**src/rtl/rom_download_arbiter_if.sv**
```systemverilog
`timescale 1ns/1ps
// External 16-bit ROM memory port: word address, byte enables, level request, one-cycle ack.
interface rom_download_arbiter_if #(
    parameter int ADDR_W = 25
) ();
    logic              mem_req;
    logic              mem_we;
    logic [ADDR_W-2:0] mem_addr;
    logic [15:0]       mem_wdata;
    logic [1:0]        mem_be;
    logic              mem_ack;
    logic [15:0]       mem_rdata;

    modport master (
        output mem_req, mem_we, mem_addr, mem_wdata, mem_be,
        input  mem_ack, mem_rdata
    );

    modport slave (
        input  mem_req, mem_we, mem_addr, mem_wdata, mem_be,
        output mem_ack, mem_rdata
    );
endinterface

```
**src/rtl/rom_download_arbiter.sv**
```systemverilog
`timescale 1ns/1ps
// Packs the ioctl byte download into 16-bit ROM writes, otherwise round-robins two word readers.
// Optional: define ROM_DL_CHECKSUM_EN to expose a 16-bit sum of accepted bytes on dl_checksum.
module rom_download_arbiter #(
    parameter int         ADDR_W   = 25,
    parameter logic [7:0] DL_INDEX = 8'h00
) (
    input  logic                  clock,
    input  logic                  reset_n,
    input  logic                  ioctl_download,
    input  logic [7:0]            ioctl_index,
    input  logic                  ioctl_wr,
    input  logic [ADDR_W-1:0]     ioctl_addr,
    input  logic [7:0]            ioctl_dout,
    output logic                  ioctl_wait,
    input  logic                  rd0_req,
    input  logic                  rd1_req,
    input  logic [ADDR_W-2:0]     rd0_addr,
    input  logic [ADDR_W-2:0]     rd1_addr,
    output logic                  rd0_ack,
    output logic                  rd1_ack,
    output logic [15:0]           rd_data,
    rom_download_arbiter_if.master mem,
    output logic                  dl_done,
    output logic [15:0]           dl_checksum
);
    localparam int WA_W = ADDR_W - 1;

    typedef enum logic [2:0] {IDLE, WR, RD0, RD1, DONE} state_t;
    state_t state_reg, state_next;

    logic            rr_reg, dl_prev_reg;
    logic            lo_valid_reg, lo_valid_next;
    logic [7:0]      lo_data_reg, lo_data_next;
    logic [WA_W-1:0] lo_addr_reg, lo_addr_next;
    logic            wbuf_valid_reg, wbuf_valid_next;
    logic [WA_W-1:0] wbuf_addr_reg, wbuf_addr_next;
    logic [15:0]     wbuf_data_reg, wbuf_data_next;
    logic [1:0]      wbuf_be_reg, wbuf_be_next;
    logic            pend_valid_reg, pend_valid_next;
    logic [WA_W-1:0] pend_addr_reg, pend_addr_next;
    logic [15:0]     pend_data_reg, pend_data_next;
    logic [1:0]      pend_be_reg, pend_be_next;
    logic            end_pending_reg, end_pending_next, dl_done_reg, dl_done_next;
    logic            mem_req_reg, mem_we_reg;
    logic [WA_W-1:0] mem_addr_reg;
    logic [15:0]     mem_wdata_reg;
    logic [1:0]      mem_be_reg;
    logic            rd0_ack_reg, rd1_ack_reg;
    logic [15:0]     rd_data_reg;

    logic            byte_accept, dl_fall, wr_done, lo_match, all_clear, end_active;
    logic [WA_W-1:0] byte_waddr;
    logic [15:0]     flush_data;

    assign byte_accept = ioctl_wr & ioctl_download & (ioctl_index == DL_INDEX) & ~wbuf_valid_reg;
    assign dl_fall     = ~ioctl_download & dl_prev_reg;
    assign wr_done     = (state_reg == WR) & mem.mem_ack;
    assign byte_waddr  = ioctl_addr[ADDR_W-1:1];
    assign lo_match    = lo_valid_reg & (lo_addr_reg == byte_waddr);
    assign flush_data  = {8'h00, lo_data_reg};

    // The pending slot holds the second word when a stale low byte must be flushed first;
    // it moves into the write buffer on the same edge the buffer drains, so ioctl_wait never dips.
    always_comb begin
        lo_valid_next   = lo_valid_reg;
        lo_data_next    = lo_data_reg;
        lo_addr_next    = lo_addr_reg;
        wbuf_valid_next = wbuf_valid_reg;
        wbuf_addr_next  = wbuf_addr_reg;
        wbuf_data_next  = wbuf_data_reg;
        wbuf_be_next    = wbuf_be_reg;
        pend_valid_next = pend_valid_reg;
        pend_addr_next  = pend_addr_reg;
        pend_data_next  = pend_data_reg;
        pend_be_next    = pend_be_reg;

        if (wr_done) begin
            if (pend_valid_reg) begin
                wbuf_addr_next  = pend_addr_reg;
                wbuf_data_next  = pend_data_reg;
                wbuf_be_next    = pend_be_reg;
                pend_valid_next = 1'b0;
            end else begin
                wbuf_valid_next = 1'b0;
            end
        end

        if (byte_accept) begin
            if (!ioctl_addr[0]) begin
                if (lo_valid_reg && !lo_match) begin
                    wbuf_valid_next = 1'b1;
                    wbuf_addr_next  = lo_addr_reg;
                    wbuf_data_next  = flush_data;
                    wbuf_be_next    = 2'b01;
                end
                lo_valid_next = 1'b1;
                lo_data_next  = ioctl_dout;
                lo_addr_next  = byte_waddr;
            end else begin
                wbuf_valid_next = 1'b1;
                lo_valid_next   = 1'b0;
                if (lo_match) begin
                    wbuf_addr_next = byte_waddr;
                    wbuf_data_next = {ioctl_dout, lo_data_reg};
                    wbuf_be_next   = 2'b11;
                end else if (lo_valid_reg) begin
                    wbuf_addr_next  = lo_addr_reg;
                    wbuf_data_next  = flush_data;
                    wbuf_be_next    = 2'b01;
                    pend_valid_next = 1'b1;
                    pend_addr_next  = byte_waddr;
                    pend_data_next  = {ioctl_dout, 8'h00};
                    pend_be_next    = 2'b10;
                end else begin
                    wbuf_addr_next = byte_waddr;
                    wbuf_data_next = {ioctl_dout, 8'h00};
                    wbuf_be_next   = 2'b10;
                end
            end
        end

        if (dl_fall && lo_valid_reg) begin
            lo_valid_next = 1'b0;
            if (wbuf_valid_next) begin
                pend_valid_next = 1'b1;
                pend_addr_next  = lo_addr_reg;
                pend_data_next  = flush_data;
                pend_be_next    = 2'b01;
            end else begin
                wbuf_valid_next = 1'b1;
                wbuf_addr_next  = lo_addr_reg;
                wbuf_data_next  = flush_data;
                wbuf_be_next    = 2'b01;
            end
        end
    end

    assign all_clear        = ~wbuf_valid_next & ~pend_valid_next & ~lo_valid_next;
    assign end_active       = (end_pending_reg | dl_fall) & ~ioctl_download;
    assign dl_done_next     = end_active & all_clear;
    assign end_pending_next = end_active & ~all_clear;

    always_comb begin
        state_next = state_reg;
        case (state_reg)
            IDLE: begin
                if (wbuf_valid_reg)
                    state_next = WR;
                else if (!ioctl_download) begin
                    if (rd0_req && (!rr_reg || !rd1_req))
                        state_next = RD0;
                    else if (rd1_req)
                        state_next = RD1;
                end
            end
            WR:      if (mem.mem_ack) state_next = IDLE;
            RD0,
            RD1:     if (mem.mem_ack) state_next = DONE;
            DONE:    state_next = IDLE;
            default: state_next = IDLE;
        endcase
    end

    always_ff @(posedge clock or negedge reset_n) begin
        if (!reset_n) begin
            state_reg       <= IDLE;
            rr_reg          <= 1'b0;
            dl_prev_reg     <= 1'b0;
            lo_valid_reg    <= 1'b0;
            lo_data_reg     <= '0;
            lo_addr_reg     <= '0;
            wbuf_valid_reg  <= 1'b0;
            wbuf_addr_reg   <= '0;
            wbuf_data_reg   <= '0;
            wbuf_be_reg     <= '0;
            pend_valid_reg  <= 1'b0;
            pend_addr_reg   <= '0;
            pend_data_reg   <= '0;
            pend_be_reg     <= '0;
            end_pending_reg <= 1'b0;
            dl_done_reg     <= 1'b0;
            mem_req_reg     <= 1'b0;
            mem_we_reg      <= 1'b0;
            mem_addr_reg    <= '0;
            mem_wdata_reg   <= '0;
            mem_be_reg      <= '0;
            rd0_ack_reg     <= 1'b0;
            rd1_ack_reg     <= 1'b0;
            rd_data_reg     <= '0;
        end else begin
            state_reg       <= state_next;
            dl_prev_reg     <= ioctl_download;
            lo_valid_reg    <= lo_valid_next;
            lo_data_reg     <= lo_data_next;
            lo_addr_reg     <= lo_addr_next;
            wbuf_valid_reg  <= wbuf_valid_next;
            wbuf_addr_reg   <= wbuf_addr_next;
            wbuf_data_reg   <= wbuf_data_next;
            wbuf_be_reg     <= wbuf_be_next;
            pend_valid_reg  <= pend_valid_next;
            pend_addr_reg   <= pend_addr_next;
            pend_data_reg   <= pend_data_next;
            pend_be_reg     <= pend_be_next;
            end_pending_reg <= end_pending_next;
            dl_done_reg     <= dl_done_next;
            mem_req_reg     <= (state_next == WR) || (state_next == RD0) || (state_next == RD1);
            rd0_ack_reg     <= (state_reg == RD0) && mem.mem_ack;
            rd1_ack_reg     <= (state_reg == RD1) && mem.mem_ack;
            if (((state_reg == RD0) || (state_reg == RD1)) && mem.mem_ack)
                rd_data_reg <= mem.mem_rdata;
            // Bus fields are captured once at grant and held for the whole transaction.
            if (state_reg == IDLE) begin
                case (state_next)
                    WR: begin
                        mem_we_reg    <= 1'b1;
                        mem_addr_reg  <= wbuf_addr_reg;
                        mem_wdata_reg <= wbuf_data_reg;
                        mem_be_reg    <= wbuf_be_reg;
                    end
                    RD0, RD1: begin
                        mem_we_reg    <= 1'b0;
                        mem_addr_reg  <= (state_next == RD0) ? rd0_addr : rd1_addr;
                        mem_wdata_reg <= 16'h0000;
                        mem_be_reg    <= 2'b11;
                        rr_reg        <= (state_next == RD0);
                    end
                    default: ;
                endcase
            end
        end
    end

`ifdef ROM_DL_CHECKSUM_EN
    logic [15:0] csum_reg;
    logic        dl_rise;
    assign dl_rise = ioctl_download & ~dl_prev_reg;

    always_ff @(posedge clock or negedge reset_n) begin
        if (!reset_n)
            csum_reg <= 16'h0000;
        else if (dl_rise)
            csum_reg <= byte_accept ? {8'h00, ioctl_dout} : 16'h0000;
        else if (byte_accept)
            csum_reg <= csum_reg + {8'h00, ioctl_dout};
    end
    assign dl_checksum = csum_reg;
`else
    assign dl_checksum = 16'h0000;
`endif

    assign ioctl_wait    = wbuf_valid_reg;
    assign dl_done       = dl_done_reg;
    assign rd0_ack       = rd0_ack_reg;
    assign rd1_ack       = rd1_ack_reg;
    assign rd_data       = rd_data_reg;
    assign mem.mem_req   = mem_req_reg;
    assign mem.mem_we    = mem_we_reg;
    assign mem.mem_addr  = mem_addr_reg;
    assign mem.mem_wdata = mem_wdata_reg;
    assign mem.mem_be    = mem_be_reg;
endmodule

```
**src/flat_wrapper.sv**
```systemverilog
// flat-port wrapper written by rule: the top's interface ports become plain ports
module rom_download_arbiter_flat 
#(
    parameter int         ADDR_W   = 25,
    parameter logic [7:0] DL_INDEX = 8'h00
)
  (clock, reset_n, ioctl_download, ioctl_index, ioctl_wr, ioctl_addr, ioctl_dout, ioctl_wait, rd0_req, rd1_req, rd0_addr, rd1_addr, rd0_ack, rd1_ack, rd_data, dl_done, dl_checksum, mem_mem_req, mem_mem_we, mem_mem_addr, mem_mem_wdata, mem_mem_be, mem_mem_ack, mem_mem_rdata);
  rom_download_arbiter_if #(.ADDR_W(ADDR_W)) mem_i ();
  input  logic clock;
  input  logic reset_n;
  input  logic ioctl_download;
  input  logic [7:0] ioctl_index;
  input  logic ioctl_wr;
  input  logic [ADDR_W-1:0] ioctl_addr;
  input  logic [7:0] ioctl_dout;
  output logic ioctl_wait;
  input  logic rd0_req;
  input  logic rd1_req;
  input  logic [ADDR_W-2:0] rd0_addr;
  input  logic [ADDR_W-2:0] rd1_addr;
  output logic rd0_ack;
  output logic rd1_ack;
  output logic [15:0] rd_data;
  output logic dl_done;
  output logic [15:0] dl_checksum;
  output wire logic [$bits(mem_i.mem_req)-1:0] mem_mem_req;
  output wire logic [$bits(mem_i.mem_we)-1:0] mem_mem_we;
  output wire logic [$bits(mem_i.mem_addr)-1:0] mem_mem_addr;
  output wire logic [$bits(mem_i.mem_wdata)-1:0] mem_mem_wdata;
  output wire logic [$bits(mem_i.mem_be)-1:0] mem_mem_be;
  input wire logic [$bits(mem_i.mem_ack)-1:0] mem_mem_ack;
  input wire logic [$bits(mem_i.mem_rdata)-1:0] mem_mem_rdata;
  assign mem_mem_req = mem_i.mem_req;
  assign mem_mem_we = mem_i.mem_we;
  assign mem_mem_addr = mem_i.mem_addr;
  assign mem_mem_wdata = mem_i.mem_wdata;
  assign mem_mem_be = mem_i.mem_be;
  assign mem_i.mem_ack = mem_mem_ack;
  assign mem_i.mem_rdata = mem_mem_rdata;
  rom_download_arbiter #(.ADDR_W(ADDR_W), .DL_INDEX(DL_INDEX)) u_core (.clock(clock), .reset_n(reset_n), .ioctl_download(ioctl_download), .ioctl_index(ioctl_index), .ioctl_wr(ioctl_wr), .ioctl_addr(ioctl_addr), .ioctl_dout(ioctl_dout), .ioctl_wait(ioctl_wait), .rd0_req(rd0_req), .rd1_req(rd1_req), .rd0_addr(rd0_addr), .rd1_addr(rd1_addr), .rd0_ack(rd0_ack), .rd1_ack(rd1_ack), .rd_data(rd_data), .mem(mem_i), .dl_done(dl_done), .dl_checksum(dl_checksum));
endmodule
```
**config.mk**
```make
export PLATFORM = sky130hd
export DESIGN_NAME = rom_download_arbiter_flat
export DESIGN_NICKNAME = d
export VERILOG_FILES = /design/src/rtl/rom_download_arbiter_if.sv /design/src/rtl/rom_download_arbiter.sv /design/src/flat_wrapper.sv
export SDC_FILE = /design/constraint.sdc
export NUM_CORES = 1
export LEC_CHECK = 0
export BUFFER_PORTS_ARGS = -buffer_cell sky130_fd_sc_hd__buf_4
export CORE_UTILIZATION = 50
export CTS_CLUSTER_DIAMETER = 50
export DETAILED_ROUTE_END_ITERATION = 12
export GPL_ROUTABILITY_DRIVEN = 0
export GPL_TIMING_DRIVEN = 0
export PLACE_DENSITY = 0.74
export SYNTH_ARGS = -nofsm -noshare
export SYNTH_HDL_FRONTEND = slang
export SYNTH_SLANG_ARGS = --single-unit
```
**constraint.sdc**
```tcl
create_clock -name clock -period 2.2 [get_ports clock]
set_input_delay 0.44 -clock clock [delete_from_list [all_inputs] [get_ports clock]]
set_output_delay 0.44 -clock clock [all_outputs]
set_load 0.01 [all_outputs]
```
# [Word-level counts from Yosys, hierarchy flattened]
# Index checks and enable logic that the tools add are counted.
# W data, S select, Z words.
[word_totals] input_bits=112 word_cells=144 output_inout_bits=80 ff_bits=188
[classes] mux=73 eq_ne=7 bitwise_logic=19 reduce_logical=21
[op_table] op="$mux W24" n=16
[op_table] op="$mux W16" n=15
[op_table] op="$pmux W24 S2" n=1
[op_table] op="$pmux W16 S2" n=1
[op_table] op="$mux W2" n=15
[op_table] op="$eq A24 B24 Y1" n=1
[op_table] op="$mux W3" n=6
[op_table] op="$mux W1" n=16
[op_table] op="$eq A3 B2 Y1 const B" n=4
[op_table] op="$and A1 B1 Y1" n=11
[op_table] op="$pmux W3 S3" n=1
[op_table] op="$logic_not A8 Y1" n=1
[op_table] op="$not A1 Y1" n=7
[op_table] op="$eq A3 B1 Y1 const B" n=2
[op_table] op="$logic_and A1 B1 Y1" n=6
[op_table] op="$reduce_and A2 Y1" n=3
[op_table] op="$logic_or A1 B1 Y1" n=4
[op_table] op="$pmux W2 S2" n=1
[op_table] op="$reduce_or A2 Y1" n=2
[op_table] op="$logic_not A1 Y1" n=3
[op_table] op="$logic_not A3 Y1" n=1
[op_table] op="$pmux W1 S2" n=1
[op_table] op="$reduce_bool A2 Y1" n=1
[op_table] op="$or A1 B1 Y1" n=1

# [Depth between registers and ports, before layout]
[depth] ltp_word=14 depth_mapped=9 ltp_nobuf=7

# [Least setup slack after synthesis]
# No wires, ideal clock.
[synth_timing] path_type="input-to-reg" start="input ioctl_addr[15]" end="register u_core.wbuf_addr_reg[10]" required_ns=2.074 stages=8 path_buffers=2 setup_time_ns=0.126 arrival_ns=1.952 setup_slack_ns=0.122 path_cell_list="xnor2_1 > nand4_1 > nor4_4 > nand2_1 > a31o_1 > buf_2 > buf_6 > a221o_1"
[synth_between] elab_chain_len=9 elab_cells_between_ends=13 classes_between="eq/ne (1); mux (9); bitwise (1); reduce/logical (2)"
[synth_rtl] element="start: declaration" line_no="flat_wrapper.sv:14" rtl="input logic [ADDR_W-1:0] ioctl_addr;"
[synth_rtl] element="$eq A24 B24 Y1 (*)" line_no="rom_download_arbiter.sv:60" rtl="assign lo_match = lo_valid_reg & (lo_addr_reg == byte_waddr);"
[synth_rtl] element="$and A1 B1 Y1 (*)" line_no="rom_download_arbiter.sv:60"
[synth_rtl] element="$logic_not A1 Y1" line_no="rom_download_arbiter.sv:91" rtl="if (lo_valid_reg && !lo_match) begin"
[synth_rtl] element="$logic_and A1 B1 Y1" line_no="rom_download_arbiter.sv:91"
[synth_rtl] element="$mux W24 / $mux W1 (equally long branches)" line_no="rom_download_arbiter.sv:91"
[synth_rtl] element="$mux W24 / $mux W1 (equally long branches)" line_no="rom_download_arbiter.sv:90" rtl="if (!ioctl_addr[0]) begin"
[synth_rtl] element="$mux W24 / $mux W1 (equally long branches)" line_no="rom_download_arbiter.sv:89" rtl="if (byte_accept) begin"
[synth_rtl] element="$mux W24" line_no="rom_download_arbiter.sv:125" rtl="if (wbuf_valid_next) begin"
[synth_rtl] element="$mux W24 (*)" line_no="rom_download_arbiter.sv:123" rtl="if (dl_fall && lo_valid_reg) begin"
[synth_rtl] element="named net u_core.wbuf_addr_next[10]" line_no="rom_download_arbiter.sv:37" rtl="logic [WA_W-1:0] wbuf_addr_reg, wbuf_addr_next;"
[synth_rtl] element="end signal: assignment" line_no="rom_download_arbiter.sv:198" rtl="wbuf_addr_reg <= wbuf_addr_next;"
[synth_rtl] element="end: declaration" line_no="rom_download_arbiter.sv:37"
# The timed path passes the listed nets; every way through them passes the cells marked *.
# A chain may end at the register's enable or synchronous reset.

# [Worst setup path after layout]
[layout_timing] start="register u_core.lo_addr_reg[2]" end="register u_core.pend_addr_reg[17]"
[layout_between] elab_chain_len=9 elab_cells_between_ends=12 classes_between="eq/ne (1); mux (8); bitwise (1); reduce/logical (2)"
[layout_rtl] element="start: declaration" line_no="rom_download_arbiter.sv:35" rtl="logic [WA_W-1:0] lo_addr_reg, lo_addr_next;"
[layout_rtl] element="start signal: assignment" line_no="rom_download_arbiter.sv:196" rtl="lo_addr_reg <= lo_addr_next;"
[layout_rtl] element="$eq A24 B24 Y1 (*)" line_no="rom_download_arbiter.sv:60"
[layout_rtl] element="$and A1 B1 Y1 (*)" line_no="rom_download_arbiter.sv:60"
[layout_rtl] element="$logic_not A1 Y1" line_no="rom_download_arbiter.sv:91"
[layout_rtl] element="$logic_and A1 B1 Y1" line_no="rom_download_arbiter.sv:91"
[layout_rtl] element="$mux W1" line_no="rom_download_arbiter.sv:91"
[layout_rtl] element="$mux W1" line_no="rom_download_arbiter.sv:90"
[layout_rtl] element="$mux W1" line_no="rom_download_arbiter.sv:89"
[layout_rtl] element="$mux W24" line_no="rom_download_arbiter.sv:125"
[layout_rtl] element="$mux W24 (*)" line_no="rom_download_arbiter.sv:123"
[layout_rtl] element="named net u_core.pend_addr_next[17]" line_no="rom_download_arbiter.sv:41" rtl="logic [WA_W-1:0] pend_addr_reg, pend_addr_next;"
[layout_rtl] element="end signal: assignment" line_no="rom_download_arbiter.sv:202" rtl="pend_addr_reg <= pend_addr_next;"
[layout_rtl] element="end: declaration" line_no="rom_download_arbiter.sv:41"
# Marks and branches as above.

==> results_dict.tcl <==
set metrics [dict create \
    fin_area_um2 11610 \
    min_period_ps 2297 \
    regArea_um2 4706 \
    worst_path_max_delay_cell "dfrtp_1" \
    htreeDepth 4 \
    grt_max_degree 114 \
    synth_top_area_frac 0.5405 \
    cts_tree "yes" \
    layout-drive-gt1-share 0.3409 \
    synth_top_area_cell "dfrtp_1" \
    worstReg2RegEnd "u_core.pend_addr_reg[17]" \
    placementRows 47 \
    nets 1199 \
    antenna_found_initial 0 \
    fmax_ghz 0.4353 \
    tightest_slew_ps 849.7 \
    setup_violations 64 \
    crit_type "flop to flop" \
    synth-edff-count 0 \
    insertion_delay_ps 440 \
    ios 192 \
    fin_skew_ps 9.686 \
    relSlewSlack 0.4336 \
    start_kind "flop" \
    insertedDiodeCount 0 \
    cts_root_buffer "clkbuf_16" \
    die_x_um 133.9 \
    crit_end "u_core.pend_addr_reg[17]" \
    n_fill_cell 1304 \
    track_usage 0.2735 \
    dpl_cell_area_um2 10380 \
    wl_per_cell_um 18.63 \
    drt_iter0_markers 606 \
    reg2reg_slack_ps -100 \
    overflow 0 \
    final_hold_viol_count 0 \
    setup_tns_ps -3731 \
    drtAntennaViolNets 0 \
    async_flop_share 1.000 \
    critPathLaunch "u_core.lo_addr_reg[2]" \
    fin_ws_ps -97.47 \
    outcome "finished, violations left" \
    worstSetupEndpointType "flop" \
    worstPathArrival_ps 2610 \
    ys_seq_area_frac 0.5405 \
    place_hpwl_um 16600 \
    rsz0062_at_grt "yes" \
    holdCritPathClass "input port to async pin" \
    synth_cells 849 \
    p_leak_nw 5.936 \
    finalCritPeriodShare 1.044 \
    drtPass1Iterations 5 \
    core-area_um2 16760 \
    remaining_drc_errors 0 \
    final_cell_mix "buf_4, dfrtp_1, nand2_1" \
    r2r_start "u_core.lo_addr_reg[2]" \
    wirelength_um 24600 \
    routed_via_density 5.506 \
    dieHeight_um 133.9 \
    vias 7268 \
    multi_input_area_um2 3836 \
    final_common_cell "buf_4" \
    max_cap_violations 0 \
    fin_util 0.6927 \
    power_density_nw_per_um2 938.5 \
    crit_fanout 10 \
    postSynthAreaPerCell_um2 10.25 \
    ys_seq_elements 188 \
    post-place-ws_ps -439.6 \
    clk_pin_slew_ps 70 \
    syn2layout_area_growth_pct 33.40 \
    violations "setup timing" \
    cts.sinks 188 \
    ir_worst_vdd_mv 0.5767 \
    die-area_um2 17940 \
    synth-main-ff-cell "dfrtp_1" \
    syn-cell-area_um2 8703 \
    path_cells "xnor2_1 > nand4_1 > nor4_4 > buf_4 > a211o_1 > buf_6 > buf_12 > mux2i_1 > a21oi_1" \
    clock_path_buffers 2 \
    worst_ep_required_time_ps 2510 \
    drv_slew 0 \
    cts-buffers-inserted 17 \
    start_util 0.5193 \
    grt_pass1_wl_um 37400 \
    reg2reg_depth 9 \
    port_buffers 175 \
    cp_slowest_stage_delay_ps 420 \
    grt_pass1_vias 6871 \
    ys_warn_count 0 \
    synthTopCellsByArea "dfrtp_1, nand2_1, mux2i_1" \
    synth_cell_types 50 \
]
[cells in the mapped netlist, types with 2 or more instances]
library cell / number
xnor2_1: 24
nand2b_1: 5
dfrtp_1: 188
buf_1: 4
o21a_1: 3
a221o_1: 21
o211ai_1: 12
nor4_1: 2
mux2_2: 35
nor2_1: 61
clkbuf_1: 29
nor3_1: 3
o21ai_0: 6
a31oi_1: 4
nand2_1: 169
buf_6: 2
o2bb2ai_1: 16
o22ai_1: 28
a21oi_1: 67
nand4_1: 6
o21ai_1: 2
mux2i_1: 58
buf_2: 19
nand3_1: 35
inv_1: 4
buf_4: 20
or2_2: 2
inv_2: 2
[worst max-delay path, delay by kind of cell, from the launching register on]
kind,cells,cell delay (ps)
buf+inv,3,500
simple gates,2,640
xor+xnor,1,170
mux,1,210
compound gates,2,220
flops,1,420
[repair_timing]
action / in CTS / in global routing
resized for setup: 50 / 56
cloned: 0 / 1
pin swaps: 7 / 10
hold buffers: 0 / 0
buffers inserted: 13 / 17
endpoints found under the hold margin: 0 / 0
setup endpoints to repair: 142 / 106
[cell families after synthesis]
family,share of synthesized area
AND/OR/NAND/NOR,0.1415
flip-flops,0.5405
AO/OA/AOI/OAI,0.1321
multiplexers,0.1133
buffers and inverters,0.04801
XOR/XNOR,0.02415
other,0.0004309
[layer usage]
layer  wire length, um  GRT usage  up-vias
li1                  -          -     3424
met1             10540     0.3706     3520
met2             11610     0.4254      285
met3              1998    0.07218       39
met4               451    0.09659        0
met5                 0          0        -
[per-stage QoR]
step                std cells  total power, W  hold slack [ps]
floorplan                 864        0.005933            144.4
global placement         1259        0.007239            453.3
detailed placement       1260        0.007321            457.6
CTS                      1303         0.01075            117.8
global route             1320         0.01139            149.7
finish                   1320         0.01090            84.18
[report_power, final]
part | switching (W) | internal, W | leakage (nW)
logic | 0.00183 | 0.00145 | 3.09
clock network | 0.00130 | 0.00207 | 0.312
registers | 0.000286 | 0.00396 | 2.54
[worst min-delay path by stage]
stage,from,to,slack [ps]
CTS,reset_n,u_core.lo_addr_reg[10],120
floorplan,reset_n,u_core.dl_done,140
detailed placement,u_core.mem.mem_wdata[5],u_core.mem.mem_wdata[5],460
finish,reset_n,u_core.pend_addr_reg[11],80
global route,reset_n,u_core.pend_addr_reg[11],150
global placement,u_core.mem.mem_wdata[4],u_core.mem.mem_wdata[4],450
[final cells by class]
type,count,area share
plain buffers,72,0.04322
clock buffers,20,0.03934
clock inverters,12,0.01660
inverters,7,0.002263
multi-input cells,595,0.3304
flip-flops and latches,188,0.4053
well taps,220,0.02371
repair buffers,206,0.1391
(Power assumes the default switching activity.)
